## src/rtl/muldiv_iter.sv

```systemverilog
// Iterative signed/unsigned multiply and divide unit with a start/done handshake.
// It runs one shift-add or restoring shift-subtract step per clock and registers the result in hi/lo.
module muldiv_iter #(
    parameter int unsigned WIDTH = 32
) (
    input  logic             clk,
    input  logic             reset,
    input  logic             start,
    input  logic [1:0]       op,
    input  logic [WIDTH-1:0] a,
    input  logic [WIDTH-1:0] b,
    output logic             busy,
    output logic             done,
    output logic             div_zero,
    output logic [WIDTH-1:0] hi,
    output logic [WIDTH-1:0] lo
);

    localparam int unsigned CW = $clog2(WIDTH);
    localparam logic [WIDTH-1:0]   One  = WIDTH'(1);
    localparam logic [2*WIDTH-1:0] One2 = (2*WIDTH)'(1);

    typedef enum logic [1:0] {StIdle, StRun, StFin} state_e;

    state_e           state_q, state_d;
    logic [CW-1:0]    cnt_q, cnt_d;
    logic             is_div_q, is_div_d;
    logic [WIDTH-1:0] acc_q, acc_d;   // partial product high half / partial remainder
    logic [WIDTH-1:0] mq_q, mq_d;     // multiplier shifting out / dividend -> quotient
    logic [WIDTH-1:0] opnd_q, opnd_d; // multiplicand or divisor magnitude
    logic             neg_lo_q, neg_lo_d, neg_hi_q, neg_hi_d;
    logic             dz_q, dz_d;
    logic [WIDTH-1:0] hi_q, hi_d, lo_q, lo_d;
    logic             done_q, done_d, div_zero_q, div_zero_d;

    logic             a_neg, b_neg;
    logic [WIDTH-1:0] a_mag, b_mag;
    logic [WIDTH:0]   mul_sum, div_shift, div_diff;
    logic [2*WIDTH-1:0] prod;

    // Magnitudes are WIDTH-bit unsigned, so the most negative value maps to 2^(WIDTH-1) exactly.
    assign a_neg = ~op[0] & a[WIDTH-1];
    assign b_neg = ~op[0] & b[WIDTH-1];
    assign a_mag = a_neg ? (~a + One) : a;
    assign b_mag = b_neg ? (~b + One) : b;

    assign mul_sum   = {1'b0, acc_q} + {1'b0, (mq_q[0] ? opnd_q : '0)};
    assign div_shift = {acc_q, mq_q[WIDTH-1]};
    assign div_diff  = div_shift - {1'b0, opnd_q};
    assign prod      = neg_lo_q ? (~{acc_q, mq_q} + One2) : {acc_q, mq_q};

    always_comb begin
        state_d    = state_q;
        cnt_d      = cnt_q;
        is_div_d   = is_div_q;
        acc_d      = acc_q;
        mq_d       = mq_q;
        opnd_d     = opnd_q;
        neg_lo_d   = neg_lo_q;
        neg_hi_d   = neg_hi_q;
        dz_d       = dz_q;
        hi_d       = hi_q;
        lo_d       = lo_q;
        done_d     = 1'b0;
        div_zero_d = div_zero_q;
        case (state_q)
            StIdle: begin
                // The done cycle is not an accepting cycle.
                if (start && !done_q) begin
                    is_div_d   = op[1];
                    acc_d      = '0;
                    mq_d       = op[1] ? a_mag : b_mag;
                    opnd_d     = op[1] ? b_mag : a_mag;
                    neg_lo_d   = a_neg ^ b_neg;
                    neg_hi_d   = op[1] ? a_neg : (a_neg ^ b_neg);
                    cnt_d      = '0;
                    div_zero_d = 1'b0;
                    dz_d       = op[1] && (b == '0);
                    state_d    = (op[1] && (b == '0)) ? StFin : StRun;
                end
            end
            StRun: begin
                if (is_div_q) begin
                    if (!div_diff[WIDTH]) begin
                        acc_d = div_diff[WIDTH-1:0];
                        mq_d  = {mq_q[WIDTH-2:0], 1'b1};
                    end else begin
                        acc_d = div_shift[WIDTH-1:0];
                        mq_d  = {mq_q[WIDTH-2:0], 1'b0};
                    end
                end else begin
                    acc_d = mul_sum[WIDTH:1];
                    mq_d  = {mul_sum[0], mq_q[WIDTH-1:1]};
                end
                if (cnt_q == CW'(WIDTH - 1)) begin
                    state_d = StFin;
                end else begin
                    cnt_d = cnt_q + CW'(1);
                end
            end
            StFin: begin
                // Divide-by-zero spends one extra cycle here so it completes two edges after start.
                if (dz_q && (cnt_q == '0)) begin
                    cnt_d = CW'(1);
                end else begin
                    done_d  = 1'b1;
                    state_d = StIdle;
                    if (dz_q) begin
                        div_zero_d = 1'b1;
                    end else if (is_div_q) begin
                        lo_d = neg_lo_q ? (~mq_q + One) : mq_q;
                        hi_d = neg_hi_q ? (~acc_q + One) : acc_q;
                    end else begin
                        hi_d = prod[2*WIDTH-1:WIDTH];
                        lo_d = prod[WIDTH-1:0];
                    end
                end
            end
            default: state_d = StIdle;
        endcase
    end

    always_ff @(posedge clk or posedge reset) begin
        if (reset) begin
            state_q    <= StIdle;
            cnt_q      <= '0;
            is_div_q   <= 1'b0;
            acc_q      <= '0;
            mq_q       <= '0;
            opnd_q     <= '0;
            neg_lo_q   <= 1'b0;
            neg_hi_q   <= 1'b0;
            dz_q       <= 1'b0;
            hi_q       <= '0;
            lo_q       <= '0;
            done_q     <= 1'b0;
            div_zero_q <= 1'b0;
        end else begin
            state_q    <= state_d;
            cnt_q      <= cnt_d;
            is_div_q   <= is_div_d;
            acc_q      <= acc_d;
            mq_q       <= mq_d;
            opnd_q     <= opnd_d;
            neg_lo_q   <= neg_lo_d;
            neg_hi_q   <= neg_hi_d;
            dz_q       <= dz_d;
            hi_q       <= hi_d;
            lo_q       <= lo_d;
            done_q     <= done_d;
            div_zero_q <= div_zero_d;
        end
    end

    assign busy     = (state_q != StIdle);
    assign done     = done_q;
    assign div_zero = div_zero_q;
    assign hi       = hi_q;
    assign lo       = lo_q;

endmodule

```

## config.mk

```make
export PLATFORM = sky130hd
export DESIGN_NAME = muldiv_iter
export DESIGN_NICKNAME = d
export VERILOG_FILES = /design/src/rtl/muldiv_iter.sv
export SDC_FILE = /design/constraint.sdc
export NUM_CORES = 1
export LEC_CHECK = 0
export ABC_CLOCK_PERIOD_IN_PS = 6900
export CAP_MARGIN = 25
export CELL_PAD_IN_SITES_DETAIL_PLACEMENT = 1
export CELL_PAD_IN_SITES_GLOBAL_PLACEMENT = 2
export CORE_MARGIN = 10
export CORE_UTILIZATION = 30
export CTS_CLUSTER_SIZE = 20
export DETAILED_ROUTE_END_ITERATION = 10
export GPL_TIMING_DRIVEN = 0
export MAX_ROUTING_LAYER = met4
export PLACE_DENSITY = 0.77
export REMOVE_ABC_BUFFERS = 1
export SETUP_SLACK_MARGIN = 0.02
export SYNTH_ARGS = -nofsm -noshare
export SYNTH_HDL_FRONTEND = slang
export SYNTH_SLANG_ARGS = --single-unit
```

## constraint.sdc

```tcl
create_clock -name clk -period 6.9 [get_ports clk]
set_input_delay 2.07 -clock clk [delete_from_list [all_inputs] [get_ports clk]]
set_output_delay 2.07 -clock clk [all_outputs]
set_load 0.005 [all_outputs]
```

## Word-level counts from Yosys, hierarchy flattened

Cells that the tools add are included.
Widths: inputs -> output; s select.

| word-level totals | value |
|---|---|
| output and inout bits | 67 |
| input port bits | 69 |
| register bits after elaboration | 173 |
| word-level logic and storage cells | 92 |

| cells by class | value |
|---|---|
| $add $sub $neg | 8 |
| muxes and demuxes | 34 |
| bitwise operators | 11 |
| reduce and logical (&&, ||, !) cells | 17 |
| equality and inequality tests | 9 |

Operator list:

| cell | count |
|---|---|
| $mux 32 | 14 |
| $add 32x1->32 const B | 4 |
| $not 32->32 | 4 |
| $pmux 32 s2 | 2 |
| $add 64x1->64 const B | 1 |
| $mux 64 | 1 |
| $not 64->64 | 1 |
| $add 32x32->33 | 1 |
| $sub 33x32->33 | 1 |
| $logic_not 32->1 | 1 |
| $mux 5 | 3 |
| $pmux 5 s3 | 1 |
| $ne 2x2->1 const B | 6 |
| $mux 2 | 4 |
| $reduce_and 4->1 | 2 |
| $mux 1 | 7 |
| $pmux 2 s3 | 1 |
| $reduce_and 3->1 | 2 |
| $reduce_bool 2->1 | 3 |
| $add 5x1->5 const B | 1 |
| $eq 5x5->1 const B | 1 |
| $logic_not 5->1 | 1 |
| $reduce_and 2->1 | 2 |
| $logic_and 1x1->1 | 3 |
| other kinds (9) | 12 |

## Depth between registers and ports, before layout

Gate-level depths: netlist (run 1).

| depth | value |
|---|---|
| word-level depth | 6 |
| mapped depth | 14 |
| gate-level depth less buffers | 13 |

## Least setup slack after synthesis (run 1)

OpenSTA, ideal clock, no wires.

| timing path | value |
|---|---|
| kind | in2reg |
| from | input port b[9] |
| to | register mq_q[25] |
| stages | 8 |
| buffers on the path | 0 |
| data required time | 6.774 ns |
| data arrival time | 4.318 ns |
| setup time | 0.126 ns |
| slack | 2.456 ns |
| path through | or4_1 -> or4_1 -> nor4_2 -> nand2_1 -> o21ai_0 -> xor2_1 -> mux2i_1 -> a221o_1 |

| on the way | value |
|---|---|
| cells in the longest elaborated chain, start to end | 6 |

RTL lines:

| item | RTL line | text |
|---|---|---|
| from (decl) | 11 | `input logic [WIDTH-1:0] b,` |
| $not 32->32 | 45 | `assign b_mag = b_neg ? (~b + One) : b;` |
| $add 32x1->32 | 45 |  |
| $mux 32 | 45 |  |
| $mux 32 | 72 | `mq_d = op[1] ? a_mag : b_mag;` |
| $mux 32 | 69 | `if (start && !done_q) begin` |
| $pmux 32 s2 | 66 | `case (state_q)` |
| to (signal assigned) | 143 | `mq_q <= mq_d;` |
| to (decl) | 29 | `logic [WIDTH-1:0] mq_q, mq_d;` |

No other way between the ends. The select of a mux whose other input is x is not followed.
A chain may end at the register's enable or synchronous reset.

## Worst setup path after layout (run 1)

| timing path | value |
|---|---|
| from | input port start |
| to | register acc_q[30] |

| on the way | value |
|---|---|
| cells in the longest elaborated chain, start to end | 3 |

RTL lines:

| item | RTL line | text |
|---|---|---|
| from (decl) | 8 | `input logic start,` |
| $logic_and 1x1->1 | 69 |  |
| $ne 2x2->1 (no source line) | n/a |  |
| $reduce_and 2->1 (no source line) | n/a |  |
| to (signal assigned) | 128 | `acc_q <= '0;` |
| to (signal assigned) | 142 | `acc_q <= acc_d;` |
| to (decl) | 28 | `logic [WIDTH-1:0] acc_q, acc_d;` |

No other way between the ends.

==> impl_results.md, run 1 <==
- Drt total wl: 51330 um
- RePlAce Congestion: 0.8902
- Root Driver: clkbuf_16
- DIE WIDTH: 236.5 um
- Yosys Warn Count: 0
- Critical Path End Type: flip-flop
- Max incr delay on CP: 0.77 ns
- Routed Antenna Nets: 0
- Die area: 55930 sq um
- Met1 Resource Use GR: 24.72%
- Max Fclk: 185.5 MHz
- Critical path's slowest cell: nand2_1
- H-tree levels: 4
- Fin worst setup slack: 1.509 ns
- Final TNS setup: 0 ns
- Via Count: 13570
- GR Overflow Total: 0
- Fin. max-slew vios: 0
- Cell Rows: 79
- FF-to-FF Start: mq_q[0]$_DFFE_PP0P_
- Post-Syn Area: 14060 sq um
- CTS Sinks: 173
- Pre-CTS WS: 1.007 ns
- Residual DRC: 0
- Hold Buf Count CTS: 0
- Fin Hold WS: 0.4784 ns
- Max-Cap Viols: 0
- I/O pin cnt: 136
- Post-synthesis cell count: 1769
- Pwr/cell area: 460.2 nW/um^2
- CTS resizes: 0
- Nets: 2001
- Initial Util: 30.26%
- Seq/Total Area, Yosys: 30.79%
- Final Hold Fails: 0
- Worst EP arrival: 5.79 ns
- Ratio of cells with drive above 1 in the final layout: 4.818%
- Initial DRT Pass Iterations: 5
- Antenna violations before repair: 5
- Reg2reg end: hi[16]$_DFFE_PP0P_
- Die Height: 236.5 um
- Largest net degree at the start of global routing: 98
- Met2 Usage GRT: 28.15%
- Critical path buffers and inverters: 5
- Core area: 46460 sq um
- Setup crit start kind: input port
- CP top delay family: simple AND/OR/NAND/NOR gates
- Post-layout minimum cycle time: 5.391 ns
- Final Setup Violations: 0
- Clock tree buffer depth: 2
- Met3 GRT Util: 3.693%
- Leakage power: 6.808 nW
- Post-route cell area: 16860 sq um
- Worst Path Max Fanout: 26
- Reg2reg setup slack: 2.34 ns
- Num CTS Buffers: 17
- Slew margin rel.: 30.96%
- TritonCTS clock tree: built
- GRT busiest layer: met2
- Worst vdd ir: 0.1892 mV
- Buffer count from post-CTS setup fixing: 0
- Vias per inst: 5.471
- Clock transition at path regs: 0.07 ns
- Global-route wire length before repair: 81040 um
- FF+latch count, synth: 173
- Hold EP: hi[6]$_DFFE_PP0P_
- Clock Latency Late Sink: 0.50 ns
- DR iter-0 viols: 877
- Worst EP required: 7.30 ns
- Worst Hold Launch: hi[6]$_DFFE_PP0P_
- I/O Buffers: 135
- Asr flop ratio synth: 100.0%
- EDFF count, synth: 0
- Vias in the first global route: 13720
- Slew @ Worst Pin: 1.032 ns
- Worst reg-to-reg path cell count: 11
- Clk_skew: 0.01720 ns
- Average size of a mapped cell: 7.948 sq um
- Status: complete, no violations
- Gr usage total: 18.65%
- Unrepaired setup endpoints after global routing: no
- Post-DP HPWL: 39970 um
- CP cell instances: clkdlybuf4s50_1, inv_1, nor3_2, buf_6, a21oi_4, buf_16, buf_16, nor2_1, nand2_1, nor2_1, a22oi_1, o211ai_1
- Post-DP Area: 16260 sq um
- Worst Hold Depth: 2
- Area grow syn2layout: 19.95%
- Crit Path Class: in2reg
- Routed length per instance: 20.70 um
- Min-Delay Path Class: reg2reg
- Fin crit share: 78.12%
- Synth cell types: 70
- Top_reg_cell synth: dfrtp_1
kinds of logic after synthesis:
kind of cell	Yosys count	share of synthesized area, %
fa+ha+maj	77	6.959
compound gates	558	24.18
flops	173	30.79
buf+inv	153	4.120
mux	57	4.209
simple gates	578	18.96
xor+xnor	173	10.78
flip-flops by register name, summed over array words and instances, names as in the netlist:
signal	cells
is_div_q	1
mq_q	32
div_zero	1
lo	32
neg_lo_q	1
done	1
state_q	2
acc_q	32
cnt_q	5
neg_hi_q	1
hi	32
dz_q	1
opnd_q	32
placed cells by master, fill, tap and decap left out, drive strengths merged, types with 7 or more instances in the layout:
cell | netlist | routed
o221ai | 24 | 24
mux2 | 17 | 17
and3 | 8 | 8
a22oi | 18 | 18
o311ai | 8 | 8
nand3 | 22 | 22
o211ai | 18 | 18
clkbuf | 74 | 20
inv | 67 | 72
buf | 12 | 19
a21o | 11 | 11
a31oi | 16 | 16
nor2 | 159 | 159
nor4 | 11 | 11
xor2 | 91 | 91
nor2b | 17 | 17
mux2i | 40 | 40
o22ai | 7 | 7
a221oi | 9 | 9
o21ai | 193 | 193
or3 | 17 | 17
nor3b | 7 | 7
nand2b | 21 | 21
a211oi | 19 | 19
or4 | 11 | 11
o41ai | 10 | 10
dfrtp | 173 | 173
clkdlybuf4s50 | 0 | 134
xnor2 | 82 | 82
nand2 | 223 | 223
nor3 | 48 | 48
ha | 75 | 75
a21oi | 155 | 155
nand4 | 10 | 10
o31ai | 30 | 30
routing by layer:
layer | part of all wire [%] | up-vias
met1 | 49 | 6684
met4 | 1.9 | 0
met5 | 0 | -
met2 | 45 | 260
li1 | - | 6572
met3 | 4.6 | 52
final cells by class:
type	count	area [sq um]
antenna	5	12.51
fill	5575	29590
sequential	173	4330
clock buffer	20	436.7
multi-input combinational	1443	9211
tap	607	759.5
timing repair buffer	153	1698
inverter	67	259.0
clock inverter	12	157.7
synthesized netlist by cell type (all sizes together), types with 8 or more instances:
library cell / instances / area (sq um)
nand3: 22 / 110.1
o41ai: 10 / 87.58
xnor2: 82 / 718.2
clkbuf: 74 / 277.8
o221ai: 24 / 210.2
nor4: 11 / 81.32
ha: 75 / 938.4
a221oi: 9 / 78.83
nor3: 48 / 240.2
xor2: 91 / 797.0
dfrtp: 173 / 4329
o31ai: 30 / 225.2
inv: 67 / 251.5
a21o: 11 / 82.58
nand2b: 21 / 131.4
a211oi: 19 / 142.6
or3: 17 / 108.9
mux2i: 40 / 400.4
a31oi: 16 / 100.1
nor2: 159 / 596.8
nand4: 10 / 62.56
a22oi: 18 / 135.1
buf: 12 / 50.05
nor2b: 17 / 106.4
nand2: 223 / 837.1
o21ai: 193 / 965.9
and3: 8 / 50.05
or4: 11 / 90.08
o211ai: 18 / 135.1
mux2: 17 / 191.4
o311ai: 8 / 70.07
a21oi: 155 / 779.5
power breakdown:
part / internal, mW / switching (mW)
logic: 2.02 / 2.78
clock network: 0.544 / 0.483
registers: 1.43 / 0.495
total: 4.00 / 3.76
per-stage QoR:
stage	power [mW]	std cells	utilization (%)
floorplan	4.909	1683	-
global placement	6.478	2425	34.10
detailed placement	6.745	2443	35.00
CTS	7.824	2475	36.28
global route	8.463	2480	36.30
finish	7.762	2480	36.30
worst register-to-register path, delay by kind of cell, from the launching register on:
family	cells	cell delay, ns
simple gates	6	2.79
flops	1	0.50
buf+inv	1	0.36
compound gates	2	0.31
fa+ha+maj	1	0.28
xor+xnor	1	0.16
worst max path at each step:
| stage | start | to | slack, ns | cells past startpoint |
|---|---|---|---|---|
| floorplan | reset | acc_q[0]$_DFFE_PP0P_ | 0.14 | 1 |
| global placement | start | acc_q[30]$_DFFE_PP0P_ | -3.58 | 9 |
| detailed placement | start | acc_q[30]$_DFFE_PP0P_ | 1.01 | 12 |
| CTS | start | acc_q[30]$_DFFE_PP0P_ | 1.54 | 12 |
| global route | start | acc_q[30]$_DFFE_PP0P_ | 1.35 | 12 |
| finish | start | acc_q[30]$_DFFE_PP0P_ | 1.51 | 12 |
No activity file was read; power rests on OpenSTA's default activity.
==> run 2, diff against run 1 <==
ABC_CLOCK_PERIOD_IN_PS = 5400   (was 6900)
PLACE_DENSITY = 0.75   (was 0.77)
clock period = 5.4 ns   (was 6.9 ns; I/O delays follow)
==> run 2 against run 1 <==
Compared with the run above: via count decreased by 1.1%; critical endpoint is now mq_q[25]$_DFFE_PP0P_; largest cell class unchanged; clock-buffer cell count increased by 1; routed wire length increased by 0.56%; clock power increased by 32%; die area unchanged; global-route usage increased by 0.35 points.
==> impl_results.md, run 2 (synthesis results as in run 1) <==
- Max-Cap Viols: 0 (unchanged)
- Final Setup Violations: 0 (unchanged)
- Max Fclk: 210.1 MHz
- Worst EP required: 5.78 ns (-1.52 ns)
- Clk_skew: 0.01498 ns (-0.002212 ns)
- Core area: 46460 sq um (unchanged)
- Slew margin rel.: 32.10% (+1.1 points)
- Setup crit start kind: input port
- Worst vdd ir: 0.2242 mV (+19%)
- Area grow syn2layout: 19.95% (unchanged)
- Pwr/cell area: 587.4 nW/um^2 (+28%)
- Via Count: 13420 (-1.1%)
- Leakage power: 6.817 nW (+0.13%)
- Commonest non-fill, non-tap cells in the layout: nand2_1 (223), o21ai_0 (191), dfrtp_1 (172)
- I/O Buffers: 135 (unchanged)
- Worst EP arrival: 5.14 ns (-0.65 ns)
- Die area: 55930 sq um (unchanged)
- Sequential share of power: 25.0% (+0.2 points)
- Fin crit share: 88.14%
- Net Sw Frac: 48.02% (-0.42 points)
- Largest net degree at the start of global routing: 106 (+8.2%)
- Min-Delay Path Class: reg2reg
- Root Driver: clkbuf_16
- Post-DP HPWL: 40260 um (+0.74%)
- Slew @ Worst Pin: 1.016 ns (-0.01559 ns)
- RePlAce Congestion: 0.8954 (+0.58%)
- Fin worst setup slack: 0.6405 ns (-0.8690 ns)
- Routed length per instance: 20.82 um (+0.60%)
- Filler Cell Count: 5603 (+0.50%)
- Clock tree buffer depth: 2 (unchanged)
- Clock Latency Late Sink: 0.50 ns (about the same)
- Worst Path Max Fanout: 6 (-77%)
- Vias in the first global route: 14070 (+2.5%)
- Final Hold Fails: 0 (unchanged)
- Ratio of cells with drive above 1 in the final layout: 4.821% (about the same)
- I/O pin cnt: 136 (unchanged)
- DIE WIDTH: 236.5 um (unchanged)
- Die Height: 236.5 um (unchanged)
- Area of the multi-input gates: 9211 sq um (unchanged)
- Most common cell after layout, fill and taps aside: nand2_1
- Gr usage total: 19.00% (+0.35 points)
- Initial DRT Pass Iterations: 5 (unchanged)
- Post-layout minimum cycle time: 4.760 ns
- CTS resizes: 0 (unchanged)
- Comb power frac: 61.3% (-0.6 points)
- Antenna violations before repair: 3 (-2)
- H-tree levels: 4 (unchanged)
- Sequential cell area: 4330 sq um (unchanged)
- Num CTS Buffers: 17 (unchanged)
- Net Switching: 4.757 mW (+27%)
- Hold Buf Count CTS: 0 (unchanged)
- Vias per inst: 5.414 (-1.0%)
- GR Overflow Total: 0 (unchanged)
- Drt total wl: 51620 um (+0.56%)
- Clock Power Share: 13.7% (+0.5 points)
- CTS Sinks: 173 (unchanged)
- Pre-CTS WS: 0.1057 ns (-0.9008 ns)
- Global-route wire length before repair: 82630 um (+2.0%)
- DR iter-0 viols: 747 (-15%)
- Crit Path Class: in2reg
- Residual DRC: 0 (unchanged)
- Routed Antenna Nets: 0 (unchanged)
- Critical Path End Type: flip-flop
- Status: complete, no violations
- Clock transition at path regs: 0.07 ns (about the same)
- Fin. max-slew vios: 0 (unchanged)
- Internal Pwr Total: 5.149 mW (+29%)
- Buffer count from post-CTS setup fixing: 0 (unchanged)
- Nets: 2000 (-0.050%)
- Unrepaired setup endpoints after global routing: no
- Pwr Total: 9.906 mW (+28%)
- Cell Rows: 79 (unchanged)
- Initial Util: 30.26% (unchanged)
- TritonCTS clock tree: built
## run 2: cell type report
class / count / share of cell area (%)
tap: 607 / 4.503
clock inverter: 11 / 0.9125
timing repair buffer: 152 / 9.949
antenna: 5 / 0.07419
clock buffer: 21 / 2.730
inverter: 67 / 1.536
multi-input combinational: 1443 / 54.62
sequential: 173 / 25.68
## run 2: power groups by stage
stage | clock network, mW | logic [mW] | registers [mW]
5_1_grt | 1.45 | 6.83 | 2.57
4_1_cts | 1.40 | 6.11 | 2.48
2_1_floorplan | 0 | 3.94 | 2.33
3_5_place_dp | 0 | 6.07 | 2.50
6_report | 1.36 | 6.07 | 2.47
3_3_place_gp | 0 | 5.74 | 2.54
## run 2: final timing paths
check | startpoint | cells past startpoint | endpoint | slack [ns]
max in group asynchronous | reset | 3 | is_div_q$_DFFE_PP0P_ | 2.89
min | hi[27]$_DFFE_PP0P_ | 2 | hi[27]$_DFFE_PP0P_ | 0.48
max | b[3] | 9 | mq_q[25]$_DFFE_PP0P_ | 0.64
min in group asynchronous | reset | 2 | lo[4]$_DFFE_PP0P_ | 1.53
max reg2reg | mq_q[0]$_DFFE_PP0P_ | 11 | hi[16]$_DFFE_PP0P_ | 0.82
min reg2reg | hi[27]$_DFFE_PP0P_ | 2 | hi[27]$_DFFE_PP0P_ | 0.48
## run 2: metrics by stage
step / TNS (ns) / instance area [sq um] / utilization, % / hold slack, ns / instances
finish: 0 / 16860 / 36.30 / 0.4782 / 2479
detailed placement: 0 / 16240 / 34.95 / 0.4702 / 2442
global route: 0 / 16860 / 36.29 / 0.5042 / 2477
CTS: 0 / 16850 / 36.28 / 0.4866 / 2474
floorplan: -157.17 / 13730 / - / 0.4498 / 1683
global placement: -854.13 / 15840 / 34.10 / 0.4627 / 2425
## run 2: worst max-delay path, stage by stage
cell and delay (ns):
clkdlybuf4s50_1 0.50, nor4_1 0.76, nand4b_1 0.47, nor4_2 0.56, nand2_1 0.18, o21ai_0 0.25, xor2_1 0.31, mux2i_1 0.14
a221o_1 0.34
## run 2: routing by layer
layer  share of wire [%]  routed length [um]  GRT usage (%)
met1                  49               25200          24.90
met2                  44               22840          28.85
met3                 4.8                2453          4.018
met4                 2.2                1130          5.752
met5                   0                   0              -
